<file path="src/rtl/product_bcd_pkg.sv">
// Shared constants for the product-to-BCD converter and its multiplexed 7-segment display.
// Segment patterns are packed {a,b,c,d,e,f,g}, with segment a in bit 6.
package product_bcd_pkg;

    localparam logic [1:0] ST_IDLE  = 2'd0;
    localparam logic [1:0] ST_SHIFT = 2'd1;
    localparam logic [1:0] ST_DONE  = 2'd2;

    localparam int NUM_DIGITS = 5;
    localparam int BIN_W      = 16;
    localparam int BCD_W      = 4 * NUM_DIGITS;
    localparam int CNT_W      = 5;
    localparam int IDX_W      = 3;

    localparam logic [6:0] SEG_0 = 7'b1111110;
    localparam logic [6:0] SEG_1 = 7'b0110000;
    localparam logic [6:0] SEG_2 = 7'b1101101;
    localparam logic [6:0] SEG_3 = 7'b1111001;
    localparam logic [6:0] SEG_4 = 7'b0110011;
    localparam logic [6:0] SEG_5 = 7'b1011011;
    localparam logic [6:0] SEG_6 = 7'b1011111;
    localparam logic [6:0] SEG_7 = 7'b1110000;
    localparam logic [6:0] SEG_8 = 7'b1111111;
    localparam logic [6:0] SEG_9 = 7'b1111011;

    // Codes 10-15 never occur in a valid BCD digit; they light nothing.
    function automatic logic [6:0] seg_pattern(input logic [3:0] digit);
        case (digit)
            4'd0:    seg_pattern = SEG_0;
            4'd1:    seg_pattern = SEG_1;
            4'd2:    seg_pattern = SEG_2;
            4'd3:    seg_pattern = SEG_3;
            4'd4:    seg_pattern = SEG_4;
            4'd5:    seg_pattern = SEG_5;
            4'd6:    seg_pattern = SEG_6;
            4'd7:    seg_pattern = SEG_7;
            4'd8:    seg_pattern = SEG_8;
            4'd9:    seg_pattern = SEG_9;
            default: seg_pattern = 7'b0000000;
        endcase
    endfunction

endpackage

</file>
<file path="src/rtl/bcd_to_7seg.sv">
// Combinational BCD nibble to active-high 7-segment decoder with a blanking input.
module bcd_to_7seg
    import product_bcd_pkg::*;
(
    input  logic [3:0] digit,
    input  logic       blank,
    output logic [6:0] seg
);

    always_comb begin
        seg = blank ? 7'b0000000 : seg_pattern(digit);
    end

endmodule

</file>
<file path="src/rtl/product_bcd_display.sv">
// Converts a 16-bit product to five BCD digits by double-dabble on each rising edge of
// done_flag, then scans the registered result onto a multiplexed 7-segment display.
module product_bcd_display
    import product_bcd_pkg::*;
#(
    parameter int SCAN_DIV = 1024,
    parameter int BLANK_LZ = 1
) (
    input  logic        clk,
    input  logic        sclr_n,
    input  logic        done_flag,
    input  logic [15:0] product8_8,
    output logic [19:0] bcd_out,
    output logic        bcd_valid,
    output logic        busy,
    output logic [4:0]  dig_en,
    output logic        seg_a,
    output logic        seg_b,
    output logic        seg_c,
    output logic        seg_d,
    output logic        seg_e,
    output logic        seg_f,
    output logic        seg_g
);

    localparam int SCAN_W = $clog2(SCAN_DIV);

    logic [1:0]        state_q, state_d;
    logic              done_d_q, done_d_d;
    logic [BIN_W-1:0]  bin_q, bin_d;
    logic [BCD_W-1:0]  scratch_q, scratch_d;
    logic [CNT_W-1:0]  cnt_q, cnt_d;
    logic              pending_q, pending_d;
    logic [BIN_W-1:0]  pend_op_q, pend_op_d;
    logic [BCD_W-1:0]  bcd_out_q, bcd_out_d;
    logic              bcd_valid_q, bcd_valid_d;
    logic [SCAN_W-1:0] scan_cnt_q, scan_cnt_d;
    logic [IDX_W-1:0]  dig_idx_q, dig_idx_d;

    logic              trigger;
    logic [BCD_W-1:0]  adjusted;
    logic [3:0]        cur_digit;
    logic              upper_zero;
    logic              blank;
    logic [6:0]        seg;

    assign trigger = done_flag & ~done_d_q;

    // NOTE: every signal assigned here gets a default first, so no path leaves a latch.
    always_comb begin
        state_d     = state_q;
        done_d_d    = done_flag;
        bin_d       = bin_q;
        scratch_d   = scratch_q;
        cnt_d       = cnt_q;
        pending_d   = pending_q;
        pend_op_d   = pend_op_q;
        bcd_out_d   = bcd_out_q;
        bcd_valid_d = 1'b0;
        adjusted    = scratch_q;

        case (state_q)
            ST_IDLE: begin
                if (trigger) begin
                    bin_d     = product8_8;
                    scratch_d = '0;
                    cnt_d     = '0;
                    state_d   = ST_SHIFT;
                end
            end
            ST_SHIFT: begin
                for (int i = 0; i < NUM_DIGITS; i++) begin
                    if (adjusted[4*i +: 4] >= 4'd5) begin
                        adjusted[4*i +: 4] = adjusted[4*i +: 4] + 4'd3;
                    end
                end
                {scratch_d, bin_d} = {adjusted, bin_q} << 1;
                cnt_d = cnt_q + 1'b1;
                if (cnt_q == CNT_W'(BIN_W - 1)) begin
                    state_d = ST_DONE;
                end
                if (trigger) begin
                    pending_d = 1'b1;
                    pend_op_d = product8_8;
                end
            end
            ST_DONE: begin
                bcd_out_d   = scratch_q;
                bcd_valid_d = 1'b1;
                // A trigger on this very edge is the newest operand and wins over the queued one.
                if (trigger || pending_q) begin
                    bin_d     = trigger ? product8_8 : pend_op_q;
                    scratch_d = '0;
                    cnt_d     = '0;
                    pending_d = 1'b0;
                    state_d   = ST_SHIFT;
                end else begin
                    state_d = ST_IDLE;
                end
            end
            default: state_d = ST_IDLE;
        endcase
    end

    always_comb begin
        scan_cnt_d = scan_cnt_q + SCAN_W'(1);
        dig_idx_d  = dig_idx_q;
        if (scan_cnt_q == SCAN_W'(SCAN_DIV - 1)) begin
            scan_cnt_d = '0;
            dig_idx_d  = (dig_idx_q == IDX_W'(NUM_DIGITS - 1)) ? '0 : dig_idx_q + 1'b1;
        end
    end

    // The display only ever looks at the registered result, never the scratch register.
    always_comb begin
        cur_digit  = 4'd0;
        upper_zero = 1'b1;
        for (int i = 0; i < NUM_DIGITS; i++) begin
            if (dig_idx_q == IDX_W'(i)) begin
                cur_digit = bcd_out_q[4*i +: 4];
            end
            if (IDX_W'(i) >= dig_idx_q && bcd_out_q[4*i +: 4] != 4'd0) begin
                upper_zero = 1'b0;
            end
        end
        blank = (BLANK_LZ != 0) && (dig_idx_q != '0) && upper_zero;
    end

    // NOTE: sequential state uses non-blocking assignments so all flops update together.
    always_ff @(posedge clk) begin
        if (!sclr_n) begin
            state_q     <= ST_IDLE;
            done_d_q    <= 1'b1;
            bin_q       <= '0;
            scratch_q   <= '0;
            cnt_q       <= '0;
            pending_q   <= 1'b0;
            pend_op_q   <= '0;
            bcd_out_q   <= '0;
            bcd_valid_q <= 1'b0;
            scan_cnt_q  <= '0;
            dig_idx_q   <= '0;
        end else begin
            state_q     <= state_d;
            done_d_q    <= done_d_d;
            bin_q       <= bin_d;
            scratch_q   <= scratch_d;
            cnt_q       <= cnt_d;
            pending_q   <= pending_d;
            pend_op_q   <= pend_op_d;
            bcd_out_q   <= bcd_out_d;
            bcd_valid_q <= bcd_valid_d;
            scan_cnt_q  <= scan_cnt_d;
            dig_idx_q   <= dig_idx_d;
        end
    end

    bcd_to_7seg u_seg_dec (
        .digit (cur_digit),
        .blank (blank),
        .seg   (seg)
    );

    assign bcd_out   = bcd_out_q;
    assign bcd_valid = bcd_valid_q;
    assign busy      = (state_q != ST_IDLE);
    assign dig_en    = 5'b00001 << dig_idx_q;
    assign {seg_a, seg_b, seg_c, seg_d, seg_e, seg_f, seg_g} = seg;

endmodule

</file>
<file path="config.mk">
export PLATFORM = sky130hd
export DESIGN_NAME = product_bcd_display
export DESIGN_NICKNAME = d
export VERILOG_FILES = /design/src/rtl/product_bcd_pkg.sv /design/src/rtl/bcd_to_7seg.sv /design/src/rtl/product_bcd_display.sv
export SDC_FILE = /design/constraint.sdc
export NUM_CORES = 1
export LEC_CHECK = 0
export CAP_MARGIN = 20
export CORE_MARGIN = 2
export CORE_UTILIZATION = 31
export DETAILED_ROUTE_END_ITERATION = 16
export PLACE_DENSITY = 0.55
export SLEW_MARGIN = 20
export SYNTH_ARGS = -nofsm -noshare
export SYNTH_HDL_FRONTEND = slang
export SYNTH_SLANG_ARGS = --single-unit
</file>
<file path="constraint.sdc">
create_clock -name clk -period 2.5 [get_ports clk]
set_input_delay 0.375 -clock clk [delete_from_list [all_inputs] [get_ports clk]]
set_output_delay 0.375 -clock clk [all_outputs]
set_load 0.005 [all_outputs]
</file>
# After elaboration in Yosys (flattened, before gate mapping)
# Memory sizes are Yosys's and may differ from the RTL's.
# Index checks and enable logic that the tools add are counted.
[classes] n_eq_ne=12 reduce_logical=22 mux=35 n_addsub=8 bitwise=3 n_lt_le_gt_ge=10 shift=1
[ops] cell="20-bit one-hot mux with 3 select lines" n=1
[ops] cell="16-bit two-way mux" n=3
[ops] cell="16-bit one-hot mux with 3 select lines" n=1
[ops] cell="20-bit two-way mux" n=2
[ops] cell="4-bit two-way mux" n=9
[ops] cell="4-bit by 3-bit greater-or-equal comparator with 1-bit output, second input constant" n=5
[ops] cell="4-bit nonzero test" n=5
[ops] cell="4-bit by 2-bit adder with 4-bit output, second input constant" n=4
[ops] cell="5-bit one-hot mux with 3 select lines" n=1
[ops] cell="10-bit by 1-bit adder with 10-bit output, second input constant" n=1
[ops] cell="10-bit == test, second input constant" n=1
[ops] cell="5-bit two-way mux" n=2
[ops] cell="1-bit two-way mux" n=9
[ops] cell="2-bit inequality test, second input constant" n=4
[ops] cell="7-bit two-way mux" n=1
[ops] cell="3-bit by 2-bit == test with 1-bit output, second input constant" n=2
[ops] cell="1-bit by 3-bit greater-or-equal comparator with 1-bit output, first input constant" n=2
[ops] cell="2-bit by 3-bit greater-or-equal comparator with 1-bit output, first input constant" n=2
[ops] cell="1-bit logical AND" n=6
[ops] cell="3-bit two-way mux" n=2
[ops] cell="2-bit one-hot mux with 3 select lines" n=1
[ops] cell="3-bit AND reduction" n=2
[ops] cell="3-bit nonzero test" n=2
[ops] cell="5-bit by 1-bit adder with 5-bit output, second input constant" n=1
[ops] cell="19 further kinds" n=22
[word_totals] rom_bits=112 out_inout_bits=34 regBits=95 memories=1 elab_cells=103
[mem_list] memory="(name not given)" words=16 width=7 read_ports=1 rd_clocked_by_memory_dff=0 write_ports=0 line_no="product_bcd_pkg.sv:28" text="case (digit)"

# Depth between registers and ports, before layout
[logic_depth] word_depth=9 depth_mapped=12 ltp_nobuf=11

# Cells and area by module
# Synthesis repeated with hierarchy kept, for this count alone.
[unflattened] cells_unflattened=599 area_unflattened_um2=4958.5
[modules_own_cells] mod="product_bcd_display" instances=1 area_per_inst_um2=4728.3 seq_area_each_um2=1901.8 cells_each=568
[modules_own_cells] mod="bcd_to_7seg" instances=1 area_per_inst_um2=230.2 seq_area_each_um2=0.0 cells_each=31

# Worst setup path after synthesis
# Ideal clock, no wire load.
[synth_timing] path_kind="register to output" from="register dig_idx_q[0]" to="output seg_c" path_buffers=1 slack_ns=0.133 path_stages_with_launch=10 required_ns=2.125 t_arrival_ns=1.992 path_cell_list="dfxtp_1 -> buf_2 -> inv_1 -> ha_1 -> nor2b_1 -> a32o_1 -> a211o_1 -> o311ai_4 -> o21ai_1 -> a31oi_1"
[synth_between] elab_chain_cells=9 word_cells_on_any_way=29 classes_between="order compare: 5; eq/ne: 4; mux: 11; reduce/logical: 8; memory: 1"
[synth_rtl] element="start: declaration" line_no="product_bcd_display.sv:38" text="logic [IDX_W-1:0] dig_idx_q, dig_idx_d;"
[synth_rtl] element="start signal: assignment" line_no="product_bcd_display.sv:154" text="dig_idx_q <= dig_idx_d;"
[synth_rtl] element="parallel branches: the longest is 8 deep, another holds memory read 16 x 7 bit"
[synth_rtl] element="7-bit two-way mux *" line_no="bcd_to_7seg.sv:11" text="seg = blank ? 7'b0000000 : seg_pattern(digit);"
[synth_rtl] element="end: declaration" line_no="product_bcd_display.sv:19" text="output logic seg_c,"
# Mark *: on every way between the ends.

# Final worst setup path
[layout_timing] from="register dig_idx_q[0]" to="output seg_b"
[layout_between] elab_chain_cells=9 word_cells_on_any_way=29 classes_between="order compare: 5; eq/ne: 4; mux: 11; reduce/logical: 8; memory: 1"
[layout_rtl] element="parallel branches: the longest is 8 deep, another holds memory read 16 x 7 bit"
[layout_rtl] element="7-bit two-way mux *" line_no="bcd_to_7seg.sv:11"
[layout_rtl] element="end: declaration" line_no="product_bcd_display.sv:18" text="output logic seg_b,"
# Marks and branches as above.

==> flow_summary_export.csv <==
group,metric,value,unit
power,power_switching,902.4,µW
min_path,min_from,"pend_op_q[11]",
yosys,ys_seq_elements,95,
yosys,syn-cell-area,4875,µm²
setup_path,critical_path_required,2.12,ns
global_route,grt-ovfl-total,0,
drt,route.detailed.vias_per_inst,5.042,
yosys,netlist_instances,581,
setup_path,regToRegSetupSlack,0.34,ns
power,leakagePower,0.002396,µW
clock_network,cts_root_buf,"sky130_fd_sc_hd__clkbuf_16",
drt,via_count,4407,
floorplan,row_cnt,45,
drt,drt_first_pass_iters,4,
placement,io_buf_count,52,
power,power.switching_fraction,26.70,%
setup_path,start_kind,"flop",
clock_network,ctsLongestPathBuffers,2,
yosys,number_of_flops_mapped_to_enable_cells_by_yosys,0,
cells_and_area,layout.nets,705,
power,flop_pwr_share,47.6,%
power,power.clock.fraction,39.0,%
setup_path,reg2reg_from,"state_q[1]",
run_status,violated_checks,"setup timing",
yosys,synthesis.nets,627,
global_route,grt_pass1_wl,20.98,mm
sta,fmaxAchievable,371.8,MHz
power,peak_supply_drop,368.9,µV
setup_path,cp_cell_sequence,"inv_4 > ha_4 > and3_4 > a21oi_2 > o221a_2 > buf_6 > ha_1 > nor2_2 > nor2_1 > dlygate4sd2_1",
global_route,grt.met1_usage,19.65,%
cells_and_area,final-instance-count-excl-fill,874,
yosys,synth_sequential_area_ratio,39.01,%
yosys,yosys.cell_types.count,53,
global_route,pin_count_of_the_biggest_net_entering_global_routing,45,
global_route,grt_pass1_vias,4256,
sta,post_route_clock_period_utilization,107.6,%
power,internal_power,2478,µW
yosys,most_used_dff_post_synth,"sky130_fd_sc_hd__dfxtp_1",
clock_network,clock_insertion_delay_worst_skew,0.35,ns
floorplan,die_h,129.4,µm
setup_path,crit_type,"reg -> out",
drt,drt-initial-drc-count,249,
global_route,grt_most_used_layer,"met2",
sta,worst_pin_slew,0.5975,ns
yosys,async_reset_ff_share,0,%
sta,finalSetupViolations,6,
cells_and_area,final.fill_count,1537,
floorplan,dieWidth,129.4,µm
cells_and_area,drive_gt1_share,16.74,%
sta,final_critical_path_setup_slack,-0.1899,ns
clock_network,numCtsBuffers,9,
setup_path,crit_slowest_cell,"sky130_fd_sc_hd__dfxtp_4",
global_route,groute.usage.overall,15.66,%
drt,drt_wl_total,12.79,mm
setup_path,path_delay_family,"adder cells",
sta,fin_crit,2.690,ns
drt,drtAntennaViolNets,0,
yosys,synthesis.yosys.warnings,0,
power,pwr_dens,530.8,nW/µm²
sta,final_max_slew_viol_count,0,
clock_network,clk_pin_slew,0.07,ns
min_path,worstHoldPathType,"reg -> reg",
clock_network,cts_max_level,3,
setup_path,crit_path_start,"dig_idx_q[0]",
setup_path,setup.worst_path.end_class,"output pin",
drt,avgRoutedWirePerCell,14.64,µm
placement,dp_hpwl,8.860,mm
run_status,status,"finished with violations",
placement,detailedPlace.worstSlack,-0.2514,ns
sta,maxSlewHeadroom,60.07,%
sta,timing_hold_violations_final,0,
placement,place_inst,853,
sta,unrepaired_setup_endpoints_after_global_routing,"yes",
setup_path,timing.critical_path.fanout_max,6,
placement,gp_routability_congestion,0.8648,
cells_and_area,multi_input_comb_area,2900,µm²
clock_network,cts_sinks,95,
setup_path,critPathMaxStageDelay,0.36,ns
cells_and_area,register_area,1909,µm²
yosys,avgSynthCellArea,8.390,µm²
setup_path,arrival,2.31,ns
job,drv_cap,0,
sta,worst_hold_slack,0.4542,ns
global_route,global_route.usage.met2,26.63,%
cells_and_area,final_core_utilization,41.74,%
floorplan,coreArea,15260,µm²
cells_and_area,num_antenna_cells,0,
setup_path,crit_buf_inv,3,
drt,detail_route.drc_violations,0,
floorplan,design.die.area,16740,µm²
global_route,antenna_found_initial,0,
floorplan,start_util,31.95,%
power,power.combinational.fraction,13.4,%
floorplan,io_pins,53,
cells_and_area,area_delta_synth_final,30.65,%
clock_network,clock_tree_from_tritoncts,"built",
global_route,grt_util_met3,2.684,%
sta,worst_clock_skew,0.008176,ns
[through the flow]
stage               power, µW  cell area, µm²  TNS, ns
floorplan                1929            4875        0
detailed placement       2105            5868   -1.565
global placement         2091            5868   -1.266
finish                   3380            6369   -1.012
CTS                      3435            6250   -1.092
global route             3562            6369   -1.821
[cell usage after synthesis (2+ instances only)]
library cell               instances  area, µm²
sky130_fd_sc_hd__a211oi_1         11      82.58
sky130_fd_sc_hd__a21o_1            4      30.03
sky130_fd_sc_hd__a21oi_1          46      230.2
sky130_fd_sc_hd__a221oi_1         16      140.1
sky130_fd_sc_hd__a22o_1           11      96.34
sky130_fd_sc_hd__a22oi_1          13      97.59
sky130_fd_sc_hd__a31oi_1           2      12.51
sky130_fd_sc_hd__a32o_1            6      60.06
sky130_fd_sc_hd__and3_1           17      106.4
sky130_fd_sc_hd__buf_2             9      45.04
sky130_fd_sc_hd__clkbuf_1         23      86.33
sky130_fd_sc_hd__dfxtp_1          95       1902
sky130_fd_sc_hd__ha_1             27      337.8
sky130_fd_sc_hd__inv_1            25      93.84
sky130_fd_sc_hd__mux2i_1          25      250.2
sky130_fd_sc_hd__nand2_1          60      225.2
sky130_fd_sc_hd__nand2b_1          9      56.30
sky130_fd_sc_hd__nand3_1          11      55.05
sky130_fd_sc_hd__nand4_1           5      31.28
sky130_fd_sc_hd__nor2_1           78      292.8
sky130_fd_sc_hd__nor2b_1           6      37.54
sky130_fd_sc_hd__nor3_1           10      50.05
sky130_fd_sc_hd__nor3b_1           2      15.01
sky130_fd_sc_hd__nor4_1            3      18.77
sky130_fd_sc_hd__o21ai_0          17      85.08
sky130_fd_sc_hd__o31ai_1           3      22.52
sky130_fd_sc_hd__or3_1             3      18.77
sky130_fd_sc_hd__or4_1             2      15.01
sky130_fd_sc_hd__xnor2_1          13      113.9
sky130_fd_sc_hd__xor2_1            6      52.55
[cell families (layout without fill, tap and decap cells)]
logic type      count (synthesis)  count (layout)  share of synthesized area (%)
buf+inv                        60             142                          5.005
mux                            25              25                          5.133
fa+ha+maj                      27              27                          6.930
compound gates                144             144                          20.79
simple gates                  211             211                          19.71
xor+xnor                       19              19                          3.414
flops                          95              95                          39.01
[sequential cells by signal (all words and copies together), names as in the netlist]
name	count
bcd_out	20
bcd_valid	1
bin_q	16
cnt_q	5
dig_idx_q	3
done_d_q	1
pend_op_q	16
pending_q	1
scan_cnt_q	10
scratch_q	20
state_q	2
[power groups by stage]
| stage | Combinational, µW | Clock [µW] | Sequential (µW) |
|---|---|---|---|
| 2_1_floorplan | 292 | 0 | 1640 |
| 5_1_grt | 503 | 1440 | 1620 |
| 3_3_place_gp | 448 | 0 | 1640 |
| 4_1_cts | 458 | 1370 | 1610 |
| 3_5_place_dp | 459 | 0 | 1650 |
| 6_report | 454 | 1320 | 1610 |
[cells in the final DEF, fill, tap and decap left out, types with 13 or more instances in the layout]
cell type                         count
sky130_fd_sc_hd__xnor2_1             13
sky130_fd_sc_hd__inv_1               21
sky130_fd_sc_hd__nor2_1              74
sky130_fd_sc_hd__a22oi_1             13
sky130_fd_sc_hd__nand2_1             59
sky130_fd_sc_hd__ha_1                22
sky130_fd_sc_hd__mux2i_1             24
sky130_fd_sc_hd__and3_1              15
sky130_fd_sc_hd__clkdlybuf4s50_1     45
sky130_fd_sc_hd__o21ai_0             15
sky130_fd_sc_hd__a221oi_1            16
sky130_fd_sc_hd__dfxtp_1             93
sky130_fd_sc_hd__buf_4               40
sky130_fd_sc_hd__a21oi_1             40
[final cells by class]
class | instances | area share, %
repair buffers | 101 | 14.28
multi-input cells | 426 | 45.54
clock buffers | 12 | 4.028
clock inverters | 3 | 0.4126
flip-flops and latches | 95 | 29.98
well taps | 211 | 4.145
inverters | 26 | 1.611
[path summary, 6_finish.rpt]
check	depth (start not counted)	endpoint
hold / removal	2	pend_op_q[11]
hold reg to reg	2	pend_op_q[11]
setup / recovery	10	seg_b
setup reg to reg	8	cnt_q[3]
[repair_timing]
action,in CTS,in global routing
hold buffers,0,0
gates resized for setup,46,30
endpoints found under the setup margin,7,17
buffers inserted,6,2
pin swaps,7,7
gates cloned,0,0
[worst register-to-register path, delay by kind of cell, from the launching register on]
family / cells / cell delay, ns
flops: 1 / 0.39
xor+xnor: 1 / 0.19
fa+ha+maj: 1 / 0.27
simple gates: 2 / 0.20
compound gates: 2 / 0.70
buf+inv: 2 / 0.28
[per-layer routing]
layer	up-vias	wire, µm
met1	2078	5804
met2	90	6215
met4	0	265
met5	-	0
met3	20	506
li1	2219	-
(Power assumes the default switching activity.)
